<file path="src/rtl/ctrl_decode_stage.sv">
// ID-stage main-control decoder with a registered ID/EX control slot,
// load-use bubble insertion, external stall/flush and a saturating stall counter.
module ctrl_decode_stage #(
   parameter bit          EXT_OPS = 1'b1,
   parameter int unsigned RD_W    = 5,
   parameter int unsigned CNT_W   = 16
) (
   input  logic             clk,
   input  logic             rst_n,
   input  logic             id_valid,
   input  logic [31:0]      id_instr,
   input  logic             stall_ext,
   input  logic             flush,
   output logic             id_ready,
   output logic             hazard_stall,
   output logic             ex_valid,
   output logic             ex_reg_write,
   output logic             ex_alu_src,
   output logic             ex_mem_read,
   output logic             ex_mem_write,
   output logic             ex_mem_to_reg,
   output logic             ex_branch,
   output logic             ex_jump,
   output logic             ex_jalr,
   output logic             ex_pc_rel,
   output logic [1:0]       ex_alu_op,
   output logic             ex_illegal,
   output logic [RD_W-1:0]  ex_rd,
   output logic [CNT_W-1:0] stall_cnt
);

   localparam logic [6:0] OP_R     = 7'b0110011;
   localparam logic [6:0] OP_I     = 7'b0010011;
   localparam logic [6:0] OP_LOAD  = 7'b0000011;
   localparam logic [6:0] OP_STORE = 7'b0100011;
   localparam logic [6:0] OP_BR    = 7'b1100011;
   localparam logic [6:0] OP_JAL   = 7'b1101111;
   localparam logic [6:0] OP_JALR  = 7'b1100111;
   localparam logic [6:0] OP_LUI   = 7'b0110111;
   localparam logic [6:0] OP_AUIPC = 7'b0010111;
   localparam logic [CNT_W-1:0] CNT_MAX = '1;

   typedef struct packed {
      logic       reg_write;
      logic       alu_src;
      logic       mem_read;
      logic       mem_write;
      logic       mem_to_reg;
      logic       branch;
      logic       jump;
      logic       jalr;
      logic       pc_rel;
      logic [1:0] alu_op;
      logic       illegal;
   } ctrl_t;

   logic [6:0]      opcode;
   logic [RD_W-1:0] rs1;
   logic [RD_W-1:0] rs2;
   logic [RD_W-1:0] rd;
   ctrl_t           dec;
   logic            use_rs1;
   logic            use_rs2;

   ctrl_t            ctrl_q, ctrl_d;
   logic             valid_q, valid_d;
   logic [RD_W-1:0]  rd_q, rd_d;
   logic [CNT_W-1:0] cnt_q, cnt_d;

   logic unused_instr_bits;

   assign opcode = id_instr[6:0];
   assign rs1    = RD_W'(id_instr[19:15]);
   assign rs2    = RD_W'(id_instr[24:20]);
   assign rd     = RD_W'(id_instr[11:7]);
   assign unused_instr_bits = ^{id_instr[31:25], id_instr[14:12]};

   // Opcode decode; extended opcodes fall into the illegal bucket when disabled.
   always_comb begin
      dec     = '0;
      use_rs1 = 1'b0;
      use_rs2 = 1'b0;
      case (opcode)
         OP_R: begin
            dec.reg_write = 1'b1; dec.alu_op = 2'b10;
            use_rs1 = 1'b1; use_rs2 = 1'b1;
         end
         OP_I: begin
            dec.reg_write = 1'b1; dec.alu_src = 1'b1; dec.alu_op = 2'b10;
            use_rs1 = 1'b1;
         end
         OP_LOAD: begin
            dec.reg_write = 1'b1; dec.alu_src = 1'b1; dec.mem_read = 1'b1;
            dec.mem_to_reg = 1'b1; dec.alu_op = 2'b00;
            use_rs1 = 1'b1;
         end
         OP_STORE: begin
            dec.alu_src = 1'b1; dec.mem_write = 1'b1; dec.alu_op = 2'b00;
            use_rs1 = 1'b1; use_rs2 = 1'b1;
         end
         OP_BR: begin
            dec.branch = 1'b1; dec.alu_op = 2'b01;
            use_rs1 = 1'b1; use_rs2 = 1'b1;
         end
         OP_JAL: begin
            if (EXT_OPS) begin
               dec.reg_write = 1'b1; dec.jump = 1'b1; dec.alu_op = 2'b00;
            end else dec.illegal = 1'b1;
         end
         OP_JALR: begin
            if (EXT_OPS) begin
               dec.reg_write = 1'b1; dec.jump = 1'b1; dec.jalr = 1'b1;
               dec.alu_src = 1'b1; dec.alu_op = 2'b00;
               use_rs1 = 1'b1;
            end else dec.illegal = 1'b1;
         end
         OP_LUI: begin
            if (EXT_OPS) begin
               dec.reg_write = 1'b1; dec.alu_src = 1'b1; dec.alu_op = 2'b11;
            end else dec.illegal = 1'b1;
         end
         OP_AUIPC: begin
            if (EXT_OPS) begin
               dec.reg_write = 1'b1; dec.alu_src = 1'b1; dec.pc_rel = 1'b1;
               dec.alu_op = 2'b00;
            end else dec.illegal = 1'b1;
         end
         default: dec.illegal = 1'b1;
      endcase
   end

   // A load in EX whose destination feeds a source of the ID instruction forces a bubble.
   assign hazard_stall = id_valid & valid_q & ctrl_q.mem_read & (rd_q != '0) &
                         ((use_rs1 & (rs1 == rd_q)) | (use_rs2 & (rs2 == rd_q)));
   assign id_ready     = !hazard_stall & !stall_ext & !flush;

   // ID/EX next state: flush > external stall > hazard bubble > load.
   always_comb begin
      ctrl_d  = ctrl_q;
      valid_d = valid_q;
      rd_d    = rd_q;
      cnt_d   = cnt_q;
      if (flush) begin
         ctrl_d  = '0;
         valid_d = 1'b0;
         rd_d    = '0;
      end else if (!stall_ext) begin
         if (hazard_stall) begin
            ctrl_d  = '0;
            valid_d = 1'b0;
            rd_d    = '0;
            if (cnt_q != CNT_MAX) cnt_d = cnt_q + CNT_W'(1);
         end else if (id_valid) begin
            ctrl_d  = dec;
            valid_d = 1'b1;
            rd_d    = rd;
         end else begin
            ctrl_d  = '0;
            valid_d = 1'b0;
            rd_d    = '0;
         end
      end
   end

   always_ff @(posedge clk or negedge rst_n) begin
      if (!rst_n) begin
         ctrl_q  <= '0;
         valid_q <= 1'b0;
         rd_q    <= '0;
         cnt_q   <= '0;
      end else begin
         ctrl_q  <= ctrl_d;
         valid_q <= valid_d;
         rd_q    <= rd_d;
         cnt_q   <= cnt_d;
      end
   end

   assign ex_valid      = valid_q;
   assign ex_reg_write  = ctrl_q.reg_write;
   assign ex_alu_src    = ctrl_q.alu_src;
   assign ex_mem_read   = ctrl_q.mem_read;
   assign ex_mem_write  = ctrl_q.mem_write;
   assign ex_mem_to_reg = ctrl_q.mem_to_reg;
   assign ex_branch     = ctrl_q.branch;
   assign ex_jump       = ctrl_q.jump;
   assign ex_jalr       = ctrl_q.jalr;
   assign ex_pc_rel     = ctrl_q.pc_rel;
   assign ex_alu_op     = ctrl_q.alu_op;
   assign ex_illegal    = ctrl_q.illegal;
   assign ex_rd         = rd_q;
   assign stall_cnt     = cnt_q;

endmodule

</file>
<file path="config.mk">
export PLATFORM = sky130hd
export DESIGN_NAME = ctrl_decode_stage
export DESIGN_NICKNAME = d
export VERILOG_FILES = /design/src/rtl/ctrl_decode_stage.sv
export SDC_FILE = /design/constraint.sdc
export NUM_CORES = 1
export LEC_CHECK = 0
export BUFFER_PORTS_ARGS = -buffer_cell sky130_fd_sc_hd__buf_4
export CORE_MARGIN = 2
export CORE_UTILIZATION = 52
export DETAILED_ROUTE_END_ITERATION = 6
export GPL_ROUTABILITY_DRIVEN = 0
export PLACE_DENSITY_LB_ADDON = 0.25
export SYNTH_ARGS = -nofsm -noshare
export SYNTH_HDL_FRONTEND = slang
export SYNTH_SLANG_ARGS = --single-unit
</file>
<file path="constraint.sdc">
create_clock -name clk -period 4.1 [get_ports clk]
set_input_delay 0.82 -clock clk [delete_from_list [all_inputs] [get_ports clk]]
set_output_delay 0.82 -clock clk [all_outputs]
set_load 0.01 [all_outputs]
</file>
==> results of run 1 <==
## cell usage in the layout (no fill, tap or decap), types with 6 or more instances in the layout
cell	count
nand4_1	6
xor2_1	20
dfrtp_1	33
nor3_2	9
nor2_1	9
nand2_1	19
buf_4	63
a22o_1	10
nand3_1	7
## cell usage after synthesis, types with 3 or more instances
cell type	instances
dfrtp_1	33
xor2_1	20
nand2_1	19
a22o_1	10
nor2_1	9
nor3_2	9
nand3_1	7
nand4_1	6
nor4_2	5
xnor2_1	5
a21oi_1	4
o21ai_0	4
and3_1	3
buf_2	3
buf_6	3
clkbuf_1	3
## layout make-up
cell class,instances,area (µm²)
clock buffers,7,55.1
fillers,276,1000
inverters,2,7.51
multi-input cells,126,890
flip-flops and latches,33,826
well taps,46,57.6
repair buffers,63,473
## critical path: stages, from the launching register on
cell       delay (ns)
dfrtp_1          0.44
or4_1            0.54
o2111ai_1        0.20
a21o_1           0.11
buf_4            0.26
inv_1            0.10
nor3_1           0.18
buf_4            0.16
## state kept, by name (all words and copies together) (netlist names)
signal / cells
ex_jump: 1
stall_cnt: 16
ex_branch: 1
ex_alu_src: 1
ex_reg_write: 1
ex_mem_write: 1
ex_alu_op: 2
ex_valid: 1
ex_jalr: 1
ex_pc_rel: 1
ex_illegal: 1
ex_rd: 5
ex_mem_read: 1
## final timing paths
path,start,endpoint,slack (ns),cells after the start
setup reg to reg,ex_rd[1],ex_mem_write,1.87,6
max in group asynchronous,rst_n,stall_cnt[1],3.40,1
setup / recovery,ex_rd[1],id_ready,0.95,7
hold / removal,rst_n,stall_cnt[8],0.40,1
min in group clk,ex_illegal,ex_illegal,0.50,1
hold reg to reg,ex_illegal,ex_illegal,0.50,1
## power groups by stage
| stage | logic (mW) | registers [mW] | clock network, mW |
|---|---|---|---|
| 6_report | 0.0686 | 0.333 | 0.182 |
| 5_1_grt | 0.0755 | 0.333 | 0.198 |
| 4_1_cts | 0.0693 | 0.333 | 0.185 |
| 3_5_place_dp | 0.0692 | 0.339 | 0 |
| 3_3_place_gp | 0.0670 | 0.339 | 0 |
| 2_1_floorplan | 0.0294 | 0.340 | 0 |
## metal layers
metal | up-vias | wire length (µm)
met4 | 0 | 106
met5 | - | 0
met3 | 12 | 221
met2 | 60 | 2180
li1 | 730 | -
met1 | 756 | 1630
## per-stage QoR
stage / std cells / util / instance area, µm²
after floorplan: 171 / - / 1790
after global placement: 270 / 0.681 / 2250
after detailed placement: 270 / 0.681 / 2250
after CTS: 277 / 0.697 / 2310
after global routing: 277 / 0.697 / 2310
final: 277 / 0.697 / 2310
## cell families (layout without fill, tap and decap cells)
| logic type | Yosys count | in the layout | synth area share |
|---|---|---|---|
| multiplexers | 1 | 1 | 0.00629 |
| AO/OA/AOI/OAI | 27 | 27 | 0.112 |
| AND/OR/NAND/NOR | 72 | 72 | 0.249 |
| buffers and inverters | 12 | 72 | 0.0419 |
| flip-flops | 33 | 33 | 0.461 |
| adder cells (fa/ha/maj) | 1 | 1 | 0.00699 |
| XOR/XNOR | 25 | 25 | 0.122 |
==> flow_metrics.env, run 1 <==
export IMPL_status="finished, final reports clean"
export IMPL_synth_edf_count=0
export IMPL_numClockSinks=33
export IMPL_cp_end_kind="output port"
export IMPL_synthTopCellsByArea="dfrtp_1 (46%), xor2_1 (9.8%), nor3_2 (5.0%)"
export IMPL_slew_violations=0
export IMPL_cap_violations=0
export IMPL_port_buffers=62
export IMPL_synth_area_um2=1790
export IMPL_slew_limit_headroom=0.219
export IMPL_grt_busiest_layer="met2"
export IMPL_final_antenna_net_count=0
export IMPL_viasPerCell=5.62
export IMPL_avgSynthCellArea_um2=10.5
export IMPL_die_w_um=62.7
export IMPL_cts_resized_gates=0
export IMPL_final_layout_size_suffix_gt1_frac=0.368
export IMPL_irDropWorstVdd_v=0.000218
export IMPL_vias=1558
export IMPL_post_route_period_util=0.767
export IMPL_ys_seq_elements=33
export IMPL_h_tree_depth=2
export IMPL_area_growth_pct=28.9
export IMPL_pre_cts_ws_ns=1.05
export IMPL_drt_wl_total_um=4130
export IMPL_worstSetupPathType="register to output port"
export IMPL_numCtsBuffers=5
export IMPL_arrival_ns=2.33
export IMPL_syn_inst=171
export IMPL_p_int_mw=0.442
export IMPL_die_area_um2=3930
export IMPL_swShare=0.242
export IMPL_fin_nets=269
export IMPL_io_pins=73
export IMPL_clock_skew_ns=0.00639
export IMPL_fmax_ghz=0.318
export IMPL_core_um2=3310
export IMPL_synthFlopType="dfrtp_1"
export IMPL_pwr_share_seq=0.571
export IMPL_setup_viol=0
export IMPL_cts_tree="yes"
export IMPL_synth_top_area_cell="dfrtp_1"
export IMPL_required_ns=3.28
export IMPL_grt_usage=0.224
export IMPL_fin_crit_ns=3.15
export IMPL_power_density_nw_per_um2=253
export IMPL_ys_types=37
export IMPL_synth_top_area_frac=0.461
export IMPL_use_met3=0.0396
export IMPL_placementRows=21
export IMPL_gr_total_overflow=0
export IMPL_setup_slack_ns=0.954
export IMPL_gr_usage_met1=0.274
export IMPL_p_leak_nw=1.17
export IMPL_hold_viol=0
export IMPL_drtPass1Iterations=4
export IMPL_ys_seq_area_frac=0.461
export IMPL_power_mw=0.583
export IMPL_path_clk_slew_ns=0.09
export IMPL_dp_hpwl_um=3220
export IMPL_switching_power_mw=0.141
export IMPL_insertedDiodeCount=0
export IMPL_cts_root_buf="clkbuf_4"
export IMPL_first_iter_violations=45
export IMPL_async_reset_ff_frac=1.00
export IMPL_rsz0062_at_grt="no"
export IMPL_die_h_um=62.7
export IMPL_detail_route_wl_per_cell_um=14.9
export IMPL_yosysWarnings=0
export IMPL_grt_pass1_vias=1559
export IMPL_synth_fp_nets=209
export IMPL_use_met2=0.380
export IMPL_cts_setup_buffers=0
export IMPL_insertion_delay_ns=0.33
export IMPL_start_util=0.541
export IMPL_hold_slack_ns=0.401
export IMPL_grt_max_degree=34
export IMPL_p_clk_frac=0.312
export IMPL_fin_setup_tns_ns=0
export IMPL_antenna_found_initial=0
export IMPL_clockBufferDepth=2
export IMPL_pwr_share_comb=0.118
export IMPL_grt_pass1_wl_um=6960
export IMPL_hold_buffers=0
export IMPL_worst_pin_slew_ns=1.17
export IMPL_crit_fanout=18
export IMPL_drc=0
export IMPL_hp_class="input port to asynchronous set/reset pin"
export IMPL_start_kind="register"
(Power assumes the default switching activity.)
==> run 2, diff against run 1 <==
Settings changed: CORE_UTILIZATION 52 to 48.
Clock period 4.1 ns to 3.26 ns, I/O delays scaled along.
==> flow_metrics.env, run 2 (same netlist as run 1, synthesis figures left out) <==
export IMPL_fin_setup_tns_ns=0
export IMPL_hp_class="input port to asynchronous set/reset pin"
export IMPL_cts_tree="yes"
export IMPL_numCtsBuffers=5
export IMPL_largest_register_ffs=16
export IMPL_insertedDiodeCount=0
export IMPL_power_density_nw_per_um2=345
export IMPL_grt_usage=0.206
export IMPL_rsz0062_at_grt="no"
export IMPL_setup_viol=0
export IMPL_detail_route_wl_per_cell_um=14.3
export IMPL_drc=0
export IMPL_multi_input_area_um2=890
export IMPL_critical_path_top_delay_family="simple AND/OR/NAND/NOR gates"
export IMPL_critPathLaunch="ex_rd[1]"
export IMPL_post_route_period_util=0.888
export IMPL_cts_root_buf="clkbuf_8"
export IMPL_area_growth_pct=31.7
export IMPL_worstSetupPathType="register to output port"
export IMPL_vias=1547
export IMPL_io_pins=73
export IMPL_slew_limit_headroom=0.724
export IMPL_seq_area_um2=826
export IMPL_cp_cell_sequence="or4_1, o2111ai_1, a21o_1, inv_1, nor3_1, buf_4"
export IMPL_p_leak_nw=1.19
export IMPL_numClockSinks=33
export IMPL_p_clk_frac=0.377
export IMPL_drt_wl_total_um=4020
export IMPL_worst_pin_slew_ns=0.413
export IMPL_cap_violations=0
export IMPL_hold_buffers=0
export IMPL_start_util=0.493
export IMPL_crit_buf_inv=2
export IMPL_final_cell_mix="buf_4 (65), dfrtp_1 (33), xor2_1 (20)"
export IMPL_cp_end_kind="output port"
export IMPL_antenna_found_initial=0
export IMPL_die_w_um=65.1
export IMPL_fmax_ghz=0.346
export IMPL_r2r_start="ex_rd[1]"
export IMPL_hold_viol=0
export IMPL_crit_fanout=10
export IMPL_cts_setup_buffers=0
export IMPL_dp_hpwl_um=2960
export IMPL_utilization=0.649
export IMPL_fill_cells=344
export IMPL_grt_pass1_wl_um=6780
export IMPL_critical_path_slowest_cell="or4_1"
export IMPL_p_int_mw=0.623
export IMPL_die_h_um=65.1
export IMPL_cts_resized_gates=0
export IMPL_placementRows=22
export IMPL_clockBufferDepth=2
export IMPL_fin_nets=271
export IMPL_core_um2=3630
export IMPL_fin_crit_ns=2.89
export IMPL_drtPass1Iterations=5
export IMPL_pwr_share_seq=0.515
export IMPL_irDropWorstVdd_v=0.000180
export IMPL_layout_commonest_cell="buf_4"
export IMPL_viasPerCell=5.51
export IMPL_clock_skew_ns=0.00504
export IMPL_arrival_ns=2.24
export IMPL_die_area_um2=4230
export IMPL_final_antenna_net_count=0
export IMPL_port_buffers=62
export IMPL_grt_max_degree=34
export IMPL_insertion_delay_ns=0.28
export IMPL_path_clk_slew_ns=0.06
export IMPL_switching_power_mw=0.190
export IMPL_slowest_delay_ns=0.56
export IMPL_h_tree_depth=2
export IMPL_gr_total_overflow=0
export IMPL_pwr_share_comb=0.108
export IMPL_grt_pass1_vias=1461
export IMPL_final_layout_size_suffix_gt1_frac=0.373
export IMPL_status="finished, final reports clean"
export IMPL_swShare=0.234
export IMPL_slew_violations=0
export IMPL_first_iter_violations=74
export IMPL_required_ns=2.61
export IMPL_start_kind="register"
## run 2: worst paths after layout
kind	to	depth (start not counted)	slack (ns)
max reg2reg	ex_mem_write	5	0.99
min in group clk	ex_illegal	1	0.48
max in group asynchronous	ex_pc_rel	1	2.65
min reg2reg	ex_illegal	1	0.48
min	stall_cnt[3]	1	0.30
max	id_ready	6	0.37
## run 2: power by group through the flow
stage               Clock, mW  Sequential [mW]  Combinational (mW)
global placement            0            0.427              0.0870
floorplan                   0            0.428              0.0369
global route            0.334            0.419              0.0966
detailed placement          0            0.427              0.0882
finish                  0.307            0.419              0.0876
CTS                     0.308            0.419              0.0886
## run 2: final cells by class
type / instances / share of cell area
inverters: 2 / 0.00318
clock buffers: 7 / 0.0366
well taps: 48 / 0.0255
flip-flops and latches: 33 / 0.350
repair buffers: 65 / 0.207
multi-input cells: 126 / 0.377
## run 2: through the flow
stage | hold WS, ns | total power, mW | cells | cell area [µm²] | setup WS, ns
floorplan | 0.356 | 0.464 | 171 | 1790 | 0.715
global placement | 0.467 | 0.514 | 274 | 2270 | 0.547
detailed placement | 0.472 | 0.515 | 274 | 2270 | 0.570
CTS | 0.320 | 0.816 | 281 | 2360 | 0.340
global route | 0.330 | 0.850 | 281 | 2360 | 0.227
finish | 0.299 | 0.814 | 281 | 2360 | 0.366
## run 2: metal layers
layer  vias up  part of all wire  GRT usage
met5         -                 0          0
met1       762              0.43      0.270
li1        731                 -          -
met2        46              0.51      0.348
met3         8             0.050     0.0486
met4         0             0.014     0.0469
